### config.mk
export PLATFORM = sky130hd
export DESIGN_NAME = note_tone_player
export DESIGN_NICKNAME = d
export VERILOG_FILES = /design/src/rtl/note_tone_player.sv
export SDC_FILE = /design/constraint.sdc
export NUM_CORES = 1
export LEC_CHECK = 0
export CORE_ASPECT_RATIO = 1.1
export CORE_MARGIN = 5
export CORE_UTILIZATION = 45
export DETAILED_ROUTE_END_ITERATION = 8
export PLACE_DENSITY = 0.75
export REMOVE_ABC_BUFFERS = 1
export SLEW_MARGIN = 20
export SYNTH_ARGS = -nofsm -noshare
export SYNTH_HDL_FRONTEND = slang
export SYNTH_SLANG_ARGS = --single-unit
### constraint.sdc
create_clock -name clk_in -period 3.5 [get_ports clk_in]
set_clock_uncertainty 0.2 [all_clocks]
set_input_delay 0.7 -clock clk_in [delete_from_list [all_inputs] [get_ports clk_in]]
set_output_delay 0.7 -clock clk_in [all_outputs]
set_load 0.01 [all_outputs]
### src/rtl/note_tone_player.sv
// PWM tone generator: plays a one-hot note as a square wave at a chosen volume, for a
// fixed number of milliseconds or until stopped. Drives the audio PWM pin and the amp enable.
module note_tone_player #(
  parameter int MS_DIV     = 100_000,
  parameter int DUR_BITS   = 16,
  parameter int TONE_SHIFT = 0
) (
  input  logic                clk_in,
  input  logic                rst_in,
  input  logic                start_in,
  input  logic [6:0]          note_in,
  input  logic [2:0]          vol_in,
  input  logic [DUR_BITS-1:0] dur_ms_in,
  input  logic                stop_in,
  output logic                busy_out,
  output logic                done_out,
  output logic                aud_pwm,
  output logic                aud_sd,
  output logic [1:0]          state_dbg_out
);

  localparam int HP_W = 18;
  localparam int MS_W = (MS_DIV > 1) ? $clog2(MS_DIV) : 1;
  localparam logic [MS_W-1:0] MS_LAST = MS_W'(MS_DIV - 1);

  typedef enum logic [1:0] {
    S_IDLE   = 2'd0,
    S_PLAY   = 2'd1,
    S_FINISH = 2'd2
  } state_t;

  state_t              state_q, state_d;
  logic [HP_W-1:0]     hp_q, hp_d;
  logic [HP_W-1:0]     hp_cnt_q, hp_cnt_d;
  logic                phase_q, phase_d;
  logic [2:0]          vol_q, vol_d;
  logic [DUR_BITS-1:0] rem_q, rem_d;
  logic                timed_q, timed_d;
  logic [MS_W-1:0]     ms_cnt_q, ms_cnt_d;
  logic [7:0]          pwm_cnt_q, pwm_cnt_d;
  logic [7:0]          vol_step;
  logic [7:0]          duty;

  // Half-period in clocks for the lowest set note bit; never returns 0 so the wrap compare stays valid.
  function automatic logic [HP_W-1:0] half_period(input logic [6:0] note);
    logic [HP_W-1:0] hp;
    if (note[0])      hp = 18'd191110;
    else if (note[1]) hp = 18'd170265;
    else if (note[2]) hp = 18'd151686;
    else if (note[3]) hp = 18'd143172;
    else if (note[4]) hp = 18'd127551;
    else if (note[5]) hp = 18'd113636;
    else              hp = 18'd101239;
    hp = hp >> TONE_SHIFT;
    if (hp == '0) hp = 18'd1;
    return hp;
  endfunction

  // start_in is a single-cycle request honoured only in IDLE with a non-zero note;
  // stop_in is level-sampled and only acts in PLAY. There is no back-pressure.
  always_comb begin
    state_d   = state_q;
    hp_d      = hp_q;
    hp_cnt_d  = hp_cnt_q;
    phase_d   = phase_q;
    vol_d     = vol_q;
    rem_d     = rem_q;
    timed_d   = timed_q;
    ms_cnt_d  = ms_cnt_q;
    pwm_cnt_d = pwm_cnt_q;
    case (state_q)
      S_IDLE: begin
        if (start_in && (note_in != 7'd0)) begin
          state_d   = S_PLAY;
          hp_d      = half_period(note_in);
          hp_cnt_d  = '0;
          phase_d   = 1'b1;
          vol_d     = vol_in;
          rem_d     = dur_ms_in;
          timed_d   = (dur_ms_in != '0);
          ms_cnt_d  = '0;
          pwm_cnt_d = '0;
        end
      end
      S_PLAY: begin
        pwm_cnt_d = pwm_cnt_q + 8'd1;
        if (hp_cnt_q == hp_q - HP_W'(1)) begin
          hp_cnt_d = '0;
          phase_d  = ~phase_q;
        end else begin
          hp_cnt_d = hp_cnt_q + HP_W'(1);
        end
        if (timed_q) begin
          if (ms_cnt_q == MS_LAST) begin
            ms_cnt_d = '0;
            if (rem_q != '0) rem_d = rem_q - DUR_BITS'(1);
          end else begin
            ms_cnt_d = ms_cnt_q + MS_W'(1);
          end
        end
        // Timeout and stop collapse into the same transition, so only one FINISH results.
        if (stop_in || (timed_q && (rem_q == '0))) state_d = S_FINISH;
      end
      S_FINISH: state_d = S_IDLE;
      default:  state_d = S_IDLE;
    endcase
  end

  always_ff @(posedge clk_in or posedge rst_in) begin
    if (rst_in) begin
      state_q   <= S_IDLE;
      hp_q      <= '0;
      hp_cnt_q  <= '0;
      phase_q   <= 1'b0;
      vol_q     <= '0;
      rem_q     <= '0;
      timed_q   <= 1'b0;
      ms_cnt_q  <= '0;
      pwm_cnt_q <= '0;
    end else begin
      state_q   <= state_d;
      hp_q      <= hp_d;
      hp_cnt_q  <= hp_cnt_d;
      phase_q   <= phase_d;
      vol_q     <= vol_d;
      rem_q     <= rem_d;
      timed_q   <= timed_d;
      ms_cnt_q  <= ms_cnt_d;
      pwm_cnt_q <= pwm_cnt_d;
    end
  end

  // Duty swings symmetrically around midscale; vol=0 leaves a silent 50% carrier.
  always_comb begin
    vol_step      = {1'b0, vol_q, 4'b0000};
    duty          = phase_q ? (8'd128 + vol_step) : (8'd128 - vol_step);
    busy_out      = (state_q == S_PLAY);
    aud_sd        = (state_q == S_PLAY);
    done_out      = (state_q == S_FINISH);
    aud_pwm       = (state_q == S_PLAY) && (pwm_cnt_q < duty);
    state_dbg_out = state_q;
  end

endmodule

Word-level counts from Yosys, hierarchy flattened. Index checks and enable logic that the tools add are counted.

Logic and storage cells: 75. Bits of input ports: 30. Output and inout port bits: 6. Bits in registers: 84.

Reduce and logical (&&, ||, !) cells: 17. Add/sub/neg operators: 7. Equal/unequal tests: 10. Bitwise operators: 1. Order comparisons: 1. Muxes and demuxes: 30.

Operators by type and width (number): 18-bit two-way mux (9); 16-bit two-way mux (4); 17-bit two-way mux (3); 18-bit one-hot mux with 2 select lines (1); 17-bit one-hot mux with 2 select lines (1); 16-bit one-hot mux with 2 select lines (1); 16-bit nonzero test (2); 18-bit by 1-bit adder with 18-bit output (second input constant) (1); 18-bit == test (1); 18-bit logical NOT (1); 18-bit by 1-bit subtractor with 18-bit output (second input constant) (1); 17-bit by 1-bit adder with 17-bit output (second input constant) (1); 17-bit == test (second input constant) (1); 16-bit logical NOT (1); 8-bit two-way mux (2); 8-bit one-hot mux with 2 select lines (1); 16-bit by 1-bit subtractor with 16-bit output (second input constant) (1); 15-bit two-way mux (1); 14-bit two-way mux (1); 2-bit by 1-bit inequality test with 1-bit output (second input constant) (5); 8-bit by 1-bit adder with 8-bit output (second input constant) (1); 8-bit by 7-bit adder with 8-bit output (first input constant) (1); 8-bit < comparator (1); 8-bit by 7-bit subtractor with 8-bit output (first input constant) (1); other kinds (16) (23).

Depth between registers and ports, before layout.
Word-level depth: 10. Mapped depth: 11. Depth with buffers taken out: 9.

Worst setup path before layout. Ideal clock, no wire load.

Kind: reg-to-reg. Start: reg hp_q[0]. End: reg hp_cnt_q[17]. Clock period less this slack: 2.663 ns. Library setup time: 0.136 ns. Stages on the path, launching flop included: 12. Buffers on the path: 2. Arrival time: 2.326 ns. Required time: 3.164 ns. Path slack: 0.837 ns. Cells stage by stage: dfrtp_1 -> inv_1 -> ha_1 -> nor3b_1 -> nand4b_1 -> or3_1 -> a22oi_1 -> o2111ai_1 -> buf_2 -> buf_6 -> nand4_1 -> o311ai_2.

Word-level cells in the longest chain between the ends: 4.

Ends and longest elaborated chain: start, declared (RTL line 33) `logic [HP_W-1:0] hp_q, hp_d;`; start signal, assigned (RTL line 122) `hp_q <= hp_d;`; 18-bit by 1-bit subtractor with 18-bit output (RTL line 87) `if (hp_cnt_q == hp_q - HP_W'(1)) begin`; 18-bit == test (RTL line 87); 18-bit two-way mux (RTL line 87); 18-bit one-hot mux with 2 select lines (RTL line 71) `case (state_q)`; end signal, assigned (RTL line 123) `hp_cnt_q <= hp_cnt_d;`; end, declared (RTL line 34) `logic [HP_W-1:0] hp_cnt_q, hp_cnt_d;`.

No other way between the ends. A chain may end at the register's enable or synchronous reset.

Final worst setup path.
Start: reg vol_q[1]. End: out aud_pwm.

Word-level cells in the longest chain between the ends: 4. Elaborated cells between the ends (all ways): 5. Those cells by class: add/sub: 2; order compare: 1; mux: 1; reduce/logical: 1.

Ends and longest elaborated chain: start, declared (RTL line 36) `logic [2:0] vol_q, vol_d;`; start signal, assigned (RTL line 125) `vol_q <= vol_d;`; 8-bit by 7-bit subtractor with 8-bit output / 8-bit by 7-bit adder with 8-bit output (equally long branches) (RTL line 136) `duty = phase_q ? (8'd128 + vol_step) : (8'd128 - vol_step);`; 8-bit two-way mux * (RTL line 136); 8-bit < comparator * (RTL line 140) `aud_pwm = (state_q == S_PLAY) && (pwm_cnt_q < duty);`; 1-bit logical AND * (RTL line 140); end, declared (RTL line 17) `output logic aud_pwm,`.

Mark *: on every way between the ends. The rest lies on a longest branch, timed or not.

==> metrics.md <==
| Metric | Value |
|---|---|
| Slew headroom | 0.6296 |
| Fin crit period | 3.219 ns |
| 1st-iter DRT viols | 397 |
| Vias in the first global route | 4499 |
| Die area | 0.01357 mm2 |
| Worst Path Buf+Inv | 2 |
| Most frequent cells in the layout | 97 x nand2_1, 83 x dfrtp_1, 65 x o21ai_0 |
| Final WL | 12850 um |
| Initial Utilization | 0.4633 |
| R2R setup slack | 0.28 ns |
| CP startpoint | vol_q[1] |
| Largest family of logic cells by synthesized area | simple AND/OR/NAND/NOR gates |
| Complex-gate fraction of the synthesized area | 0.1999 |
| Post-synth EDFFs | 0 |
| Setup crit end kind | primary output |
| CTS Buf Count | 9 |
| Worst setup path endpoint | aud_pwm |
| Area leader, netlist | dfrtp_1 |
| Clock-pin slew on the worst setup and hold paths | 0.06 ns |
| Placeable Area | 0.01101 mm2 |
| Final ANT Viol Nets | 0 |
| R2r worst-path depth | 9 |
| Netlist cell types | 66 |
| Crit Path Class | flop to primary output |
| FF-to-FF End | hp_cnt_q[13] |
| Count of final setup violators | 0 |
| Worst VDD drop | 0.0002747 V |
| Die W | 111.5 um |
| Worst Max-Slew Pin Slew | 0.5525 ns |
| Largest net degree at the start of global routing | 46 |
| Die Y | 121.7 um |
| First-pass GRT wire length | 21910 um |
| Grt total ovfl | 0 |
| Fraction of layout cells with a size suffix above 1 | 0.06729 |
| Synth Area in XOR/XNOR | 0.04464 |
| Pwr Density | 643.8 mW/mm2 |
| Slew Viols, Final | 0 |
| RSZ-0062 raised after global routing | no |
| Delay-heaviest family, CP | adder cells |
| Crit path largest cell delay | 0.38 ns |
| Diode count | 0 |
| WP data required | 2.60 ns |
| Outcome | finished, final reports clean |
| Sequential area share after synthesis | 0.4072 |
| RR Startpoint | hp_q[0] |
| Lkg Pwr | 0.002378 uW |
| Part of the cycle the worst path needs | 0.9197 |
| Share of the synthesized area in the top cell type | 0.4072 |
| Commonest non-fill, non-tap cell in the layout | nand2_1 |
| CP Depth | 9 |
| Crit path DAT | 2.32 ns |
| Setup crit start kind | flop |
| Fin worst setup slack | 0.2810 ns |
| Post-place setup slack | 0.2697 ns |
| Final HPWL DP | 9295 um |
| Max clock buf depth | 2 |
| Fmax | 310.7 MHz |
| DR DRC count | 0 |
| Fillcell total | 1023 |
| CP Max Fanout | 3 |
| I/O Pins | 36 |
| CP Cell Sequence | inv_1 > ha_1 > mux2i_1 > ha_1 > o21ai_0 > nand2b_1 > a21o_1 > a211oi_1 > dlygate4sd2_1 |
| Prevailing post-synth register cell | dfrtp_1 |
| Syn Area/Cell | 8.432 um2 |
| CTS tree | built |
| Vias per inst | 5.926 |
| Mapped cell area | 0.005101 mm2 |
| Layout Nets | 673 |
| Area of the multi-input gates | 0.002805 mm2 |
| Leading cell types by total area after synthesis | dfrtp_1 41%, nand2_1 7.1%, o21ai_0 6.4% |
| Post-Route Setup TNS | 0 ns |
| Ys async rst share | 1.000 |
| DR vias | 4658 |
| Clk Latency, worst-skew pair | 0.34 ns |
| Final hold vios | 0 |
| PortBufs | 35 |
| Standard-cell rows | 40 |
| Register bit total from synthesis | 83 |
| Syn. warnings | 0 |
| # H-tree levels | 3 |
| Post-Syn Instances | 605 |
| Layout area overhead | 16.24% |
| Routed len/inst | 16.35 um |
| Worst min path class | flop to flop |
| CTS Root Cell | clkbuf_16 |
| RePlAce Congestion | 0.8749 |
| Simple-gate share of the synthesized area | 0.2715 |
| Clock Sink Count | 83 |
| Most used cell, CP | ha_1 |
| Total track usage | 0.1936 |
| Setup repair bufs after CTS | 0 |
| Post-Synth Adder-Cell Area | 0.02208 |
| Critical Path Slowest Stage Cell | dfrtp_1 |
| Max-cap violation count | 0 |
| Initial antenna violation count | 0 |
| Drt pass-1 iters | 7 |
| Post-synthesis mux area share | 0.01177 |
| Storage cell area | 0.002077 mm2 |
-- state kept, by name (all words and copies together), names as in the netlist --
signal / count
rem_q: 16
hp_cnt_q: 18
pwm_cnt_q: 8
phase_q: 1
vol_q: 3
timed_q: 1
ms_cnt_q: 17
hp_q: 17
state_dbg_out: 2
-- worst reg2reg max path, delay by kind of cell, from the launching register on --
family	cells	cell delay, ns
flops	1	0.43
fa+ha+maj	1	0.26
buf+inv	1	0.08
simple gates	4	1.43
compound gates	3	0.66
-- cell usage after synthesis (all sizes together) (4+ instances only) --
library cell and n:
dfrtp 83, nand2 97, nor4 12, o311ai 10, o211ai 4, a21oi 23
clkbuf 20, mux2i 6, nand3 23, a31oi 11, o22ai 5, xnor2 12
o2bb2ai 4, nand2b 9, buf 10, o21ai 66, ha 9, xor2 14
or3 11, nand4 17, o31ai 7, nor2 44, a21o 5, nor2b 6
nor3 24, a2bb2oi 5, inv 19, and3 10
-- timing repair --
item / in CTS / in global routing
hold buffers: 0 / 0
setup endpoints to repair: 1 / 0
gates resized for setup: 1 / 0
-- logic make-up after synthesis --
| group | Yosys count |
|---|---|
| xor+xnor | 26 |
| flops | 83 |
| simple gates | 272 |
| fa+ha+maj | 9 |
| compound gates | 160 |
| buf+inv | 49 |
| mux | 6 |
-- power by group --
group / internal (uW) / switching, uW
combinational: 558 / 772
sequential: 1180 / 285
clock: 626 / 395
-- layer usage --
layer	part of all wire	GRT usage	vias up	routed length (um)
met4	0.019	0.07224	0	238
met3	0.053	0.03726	22	685
met1	0.44	0.2560	2217	5715
met5	0	0	-	0
li1	-	-	2261	-
met2	0.48	0.3171	158	6212
-- layout make-up --
type                       instances  area share
multi-input combinational        473      0.4731
timing repair buffer              48     0.07955
tap                              147     0.03102
inverter                          19     0.01224
clock inverter                     6     0.01519
sequential                        83      0.3503
clock buffer                      10     0.03862
-- per-stage QoR --
step           hold WS, ns  instances  total power (uW)  utilization  area, um2
2_1_floorplan       0.2614        575              2323            -       4954
6_report            0.2977        786              3817       0.5385       5929
4_1_cts             0.3011        786              3823       0.5385       5929
3_5_place_dp        0.2899        770              2798       0.5097       5612
3_3_place_gp        0.2793        770              2726       0.5097       5612
5_1_grt             0.3243        786              4072       0.5385       5929
-- worst min-delay path by stage --
stage | startpoint | endpoint | cells past startpoint
floorplan | rem_q[13] | rem_q[13] | 2
global placement | rem_q[5] | rem_q[5] | 1
detailed placement | pwm_cnt_q[7] | pwm_cnt_q[7] | 1
CTS | pwm_cnt_q[7] | pwm_cnt_q[7] | 1
global route | rem_q[5] | rem_q[5] | 1
finish | pwm_cnt_q[7] | pwm_cnt_q[7] | 1
Power figures use the tool's default switching activity.
